==> config.mk <==
export PLATFORM = sky130hd
export DESIGN_NAME = key_prompter
export DESIGN_NICKNAME = d
export VERILOG_FILES = /design/src/rtl/key_prompter.sv
export SDC_FILE = /design/constraint.sdc
export NUM_CORES = 1
export LEC_CHECK = 0
export ABC_AREA = 1
export BUFFER_PORTS_ARGS = -buffer_cell sky130_fd_sc_hd__buf_4
export CAP_MARGIN = 5
export CORE_UTILIZATION = 30
export CTS_CLUSTER_DIAMETER = 30
export DETAILED_ROUTE_END_ITERATION = 6
export GPL_TIMING_DRIVEN = 0
export SLEW_MARGIN = 15
export SYNTH_ARGS = -nofsm -noshare
export SYNTH_HDL_FRONTEND = slang
export SYNTH_SLANG_ARGS = --single-unit
==> constraint.sdc <==
create_clock -name clk -period 1.1 [get_ports clk]
set_input_delay 0.165 -clock clk [delete_from_list [all_inputs] [get_ports clk]]
set_output_delay 0.165 -clock clk [all_outputs]
set_load 0.005 [all_outputs]
==> src/rtl/key_prompter.sv <==
// Song key prompter: steps through a built-in note ROM, counting hits and timed-out misses.
// Define PROMPT_TIMEOUT_EN to enable the per-note press window; otherwise PROMPT waits forever.
module key_prompter #(
  parameter int unsigned SONG_LEN     = 8,
  parameter logic [27:0] NOTE_TIMEOUT = 28'd100_000_000
) (
  input  logic       clk,
  input  logic       rst_n,
  input  logic       start,
  input  logic       correct_key_press,
  output logic [3:0] correct_key,
  output logic [3:0] note_index,
  output logic [3:0] hit_count,
  output logic [3:0] miss_count,
  output logic       busy,
  output logic       done
);

  typedef enum logic [2:0] {StIdle, StPrompt, StRelease, StAdvance, StDone} state_e;

  localparam logic [3:0] LastIdx = 4'(SONG_LEN - 1);

  state_e     state_q, state_d;
  logic [3:0] idx_q, idx_d;
  logic [3:0] hit_q, hit_d;
  logic [3:0] rom_key;

  always_comb begin
    unique case (idx_q)
      4'd0:    rom_key = 4'd1;
      4'd1:    rom_key = 4'd1;
      4'd2:    rom_key = 4'd5;
      4'd3:    rom_key = 4'd5;
      4'd4:    rom_key = 4'd6;
      4'd5:    rom_key = 4'd6;
      4'd6:    rom_key = 4'd5;
      4'd7:    rom_key = 4'd4;
      default: rom_key = 4'd0;
    endcase
  end

`ifdef PROMPT_TIMEOUT_EN
  logic [27:0] timer_q, timer_d;
  logic [3:0]  miss_q, miss_d;
`endif

  always_comb begin
    state_d = state_q;
    idx_d   = idx_q;
    hit_d   = hit_q;
`ifdef PROMPT_TIMEOUT_EN
    timer_d = timer_q;
    miss_d  = miss_q;
`endif
    unique case (state_q)
      StIdle, StDone: begin
        if (start) begin
          state_d = StPrompt;
          idx_d   = 4'd0;
          hit_d   = 4'd0;
`ifdef PROMPT_TIMEOUT_EN
          timer_d = 28'd0;
          miss_d  = 4'd0;
`endif
        end
      end
      StPrompt: begin
        // A press wins over a timeout landing in the same cycle.
        if (correct_key_press) begin
          hit_d   = hit_q + 4'd1;
          state_d = StRelease;
`ifdef PROMPT_TIMEOUT_EN
        end else if (timer_q == NOTE_TIMEOUT - 28'd1) begin
          miss_d  = miss_q + 4'd1;
          state_d = StAdvance;
        end else begin
          timer_d = timer_q + 28'd1;
`endif
        end
      end
      StRelease: begin
        if (!correct_key_press) state_d = StAdvance;
      end
      StAdvance: begin
        if (idx_q == LastIdx) begin
          state_d = StDone;
        end else begin
          idx_d   = idx_q + 4'd1;
          state_d = StPrompt;
`ifdef PROMPT_TIMEOUT_EN
          timer_d = 28'd0;
`endif
        end
      end
      default: state_d = StIdle;
    endcase
  end

  always_ff @(posedge clk or negedge rst_n) begin
    if (!rst_n) begin
      state_q <= StIdle;
      idx_q   <= 4'd0;
      hit_q   <= 4'd0;
    end else begin
      state_q <= state_d;
      idx_q   <= idx_d;
      hit_q   <= hit_d;
    end
  end

`ifdef PROMPT_TIMEOUT_EN
  always_ff @(posedge clk or negedge rst_n) begin
    if (!rst_n) begin
      timer_q <= 28'd0;
      miss_q  <= 4'd0;
    end else begin
      timer_q <= timer_d;
      miss_q  <= miss_d;
    end
  end

  assign miss_count = miss_q;
`else
  assign miss_count = 4'd0;
`endif

  // Key stays visible through RELEASE since the index only moves in ADVANCE.
  assign correct_key = (state_q == StPrompt || state_q == StRelease) ? rom_key : 4'd0;
  assign note_index  = idx_q;
  assign hit_count   = hit_q;
  assign busy        = (state_q == StPrompt) || (state_q == StRelease) || (state_q == StAdvance);
  assign done        = (state_q == StDone);

endmodule
==> results.sh <==
export IMPL_status="finished, violations left"
export IMPL_violations="setup timing"
export IMPL_finalSetupViolCount=17
export IMPL_path_max_fanout=3
export IMPL_die_h_um=51.5
export IMPL_die_w_um=51.5
export IMPL_end_kind="primary output"
export IMPL_num_vias=759
export IMPL_wl_per_cell_um=10.6
export IMPL_die_area_mm2=0.00265
export IMPL_ys_warn_count=0
export IMPL_start_util_pct=32.6
export IMPL_crit_arrival_ns=1.32
export IMPL_core_area_mm2=0.00225
export IMPL_hp_class="input port to flop"
export IMPL_dp_hpwl_mm=1.18
export IMPL_peakVddDrop_mv=1.05
export IMPL_routed_via_density=4.44
export IMPL_synth_flop_cell="dfrtp_1"
export IMPL_hold_viol=0
export IMPL_max_freq_mhz=671
export IMPL_syn_area_per_cell_um2=7.20
export IMPL_ctsRootBufferMaster="clkbuf_4"
export IMPL_critPathKind="flop to primary output"
export IMPL_diodes=0
export IMPL_cts_buffer_depth=2
export IMPL_critPathBufInv=2
export IMPL_fin_ws_ns=-0.389
export IMPL_grt_start_max_net_pins=12
export IMPL_routed_wl_mm=1.82
export IMPL_power_total_mw=2.50
export IMPL_grt_pass1_wl_mm=3.01
export IMPL_clock_skew_final_ns=0.00812
export IMPL_detail_route_antenna_nets=0
export IMPL_cts_buffers=3
export IMPL_syn_to_final_growth_pct=63.7
export IMPL_crit_chain="inv_2 > nand2_2 > o21ai_2 > nand2_2 > nor3_2 > buf_4"
export IMPL_tritoncts="yes"
export IMPL_holdWs_ns=0.215
export IMPL_cts_clk_slew_worst_paths_ns=0.08
export IMPL_cpLargestDelayFamily="flip-flops"
export IMPL_insertion_delay_ns=0.28
export IMPL_synth_top_area_share_pct=37.5
export IMPL_finalMaxSlewViolations=0
export IMPL_place_congestion=0.840
export IMPL_antenna_found_initial=0
export IMPL_port_buffers=16
export IMPL_instances_no_fill=171
export IMPL_overflow=0
export IMPL_leakage_nw=0.644
export IMPL_synth_seq_cells=11
export IMPL_async_flop_share_pct=100
export IMPL_dp_cells=150
export IMPL_num_rows=17
export IMPL_grt_usage_pct=15.4
export IMPL_drc_errors=0
export IMPL_drt_pass1_iterations=4
export IMPL_cpMostUsedCell="nand2_2"
export IMPL_cts_sinks=11
export IMPL_crit_required_ns=0.94
export IMPL_dpl_worst_slack_ns=-0.226
export IMPL_critPathLaunchType="flop"
export IMPL_synth_cell_types=21
export IMPL_period_share_pct=135
export IMPL_synth_area_leaders="dfrtp_1 37%, nand2_1 15%, nand3_1 6.8%"
export IMPL_synth_area_um2=734
export IMPL_synth_edf_count=0
export IMPL_num_nets_final=151
export IMPL_cp_slowest_cell="dfrtp_2"
export IMPL_syn_inst=102
export IMPL_cts_max_level=1
export IMPL_drtIter0Drc=6
export IMPL_cpPeakStageDelay_ns=0.43
export IMPL_power_density_mw_per_mm2=2080
export IMPL_drive_gt1_share_pct=53.8
export IMPL_timing_final_crit_period_ns=1.49
export IMPL_first_global_vias=710
export IMPL_rsz0062_at_grt="yes"
export IMPL_synth_area_leader_cell="dfrtp_1"
export IMPL_io_pins=22
export IMPL_drv_cap=0
export IMPL_nFillCells=210
export IMPL_yosysSeqAreaShare_pct=37.5
-- sequential cells by signal, summed over array words and instances (netlist names) --
name	flops
hit_count	4
note_index	4
state_q	3
-- layout make-up --
class	instances	area [um2]	share of cell area, %
plain buffers	5	37.5	3.12
clock buffers	4	26.3	2.19
inverters	15	61.3	5.10
multi-input cells	75	487	40.5
flip-flops and latches	11	283	23.5
well taps	28	35.0	2.91
repair buffers	33	273	22.7
-- where the power goes --
part | switching (mW) | leakage, nW | internal [mW]
Combinational | 0.795 | 0.490 | 0.767
Clock | 0.144 | 0.0150 | 0.141
Sequential | 0.140 | 0.139 | 0.517
Total | 1.08 | 0.644 | 1.42
-- path summary, 6_finish.rpt --
kind | startpoint | end | slack [ns] | depth (start not counted)
max in group asynchronous | rst_n | note_index[1] | 0.67 | 2
max | state_q[1] | correct_key[1] | -0.39 | 6
max reg2reg | state_q[2] | state_q[0] | -0.35 | 9
min | correct_key_press | hit_count[0] | 0.21 | 3
min in group asynchronous | rst_n | hit_count[2] | 0.25 | 2
min reg2reg | note_index[3] | note_index[3] | 0.51 | 2
-- per-stage QoR --
stage          setup TNS, ns  util (%)  cell area (um2)
3_3_place_gp           -1.26      41.2              930
6_report               -4.58      53.3             1200
2_1_floorplan        -0.0548         -              774
3_5_place_dp           -1.47      41.2              930
5_1_grt                -6.06      53.3             1200
4_1_cts                -3.44      49.7             1120
-- worst reg2reg max path, stage by stage (launching register included) --
cell and delay, ns:
dfrtp_2 0.45, buf_4 0.14, buf_6 0.11, buf_6 0.12, nor2_1 0.13, nand3_2 0.15, nand2_1 0.11, nor2_2 0.04
nand2_1 0.05, nand2_1 0.05
-- logic make-up after synthesis --
logic type | after synthesis | share of synthesized area [%]
simple gates | 60 | 38.3
xor+xnor | 1 | 1.19
fa+ha+maj | 3 | 5.11
flops | 11 | 37.5
compound gates | 6 | 4.60
other cells | 1 | 0.511
buf+inv | 20 | 12.8
-- synth_stat cells (2+ instances only) --
master and instances:
o21ai_1 2, ha_1 3, o21ai_0 2, inv_2 3, dfrtp_1 11, nand2_1 29
nand3_2 4, nand3_1 10, inv_1 12, buf_4 5, nand4_1 2, or2_2 2
nor2_1 9
-- layout by cell type (no fill, tap or decap), drive strengths merged --
cell type	Yosys	layout
o21ai	5	5
inv	15	15
nor3	1	1
dfrtp	11	11
buf	5	37
clkbuf	0	4
nand4	2	2
nor2	10	10
a21oi	1	1
conb	1	5
ha	3	3
or2	3	3
nand3	14	14
dlygate4sd3	0	1
nand2	30	30
xor2	1	1
-- layer usage --
layer | share of wire [%] | up-vias | global-route usage, %
met5 | 0 | - | 0
met4 | 1.2 | 0 | 9.01
met3 | 3.8 | 2 | 3.57
met2 | 52 | 15 | 25.5
met1 | 43 | 350 | 17.9
li1 | - | 392 | -
-- repair_timing --
action,4_1_cts,5_1_grt
pin swaps,7,5
hold buffers,1,0
endpoints found under the hold margin,11,0
endpoints found under the setup margin,15,18
setup buffers,11,5
gates resized for setup,22,13
No activity file was read; power rests on OpenSTA's default activity.
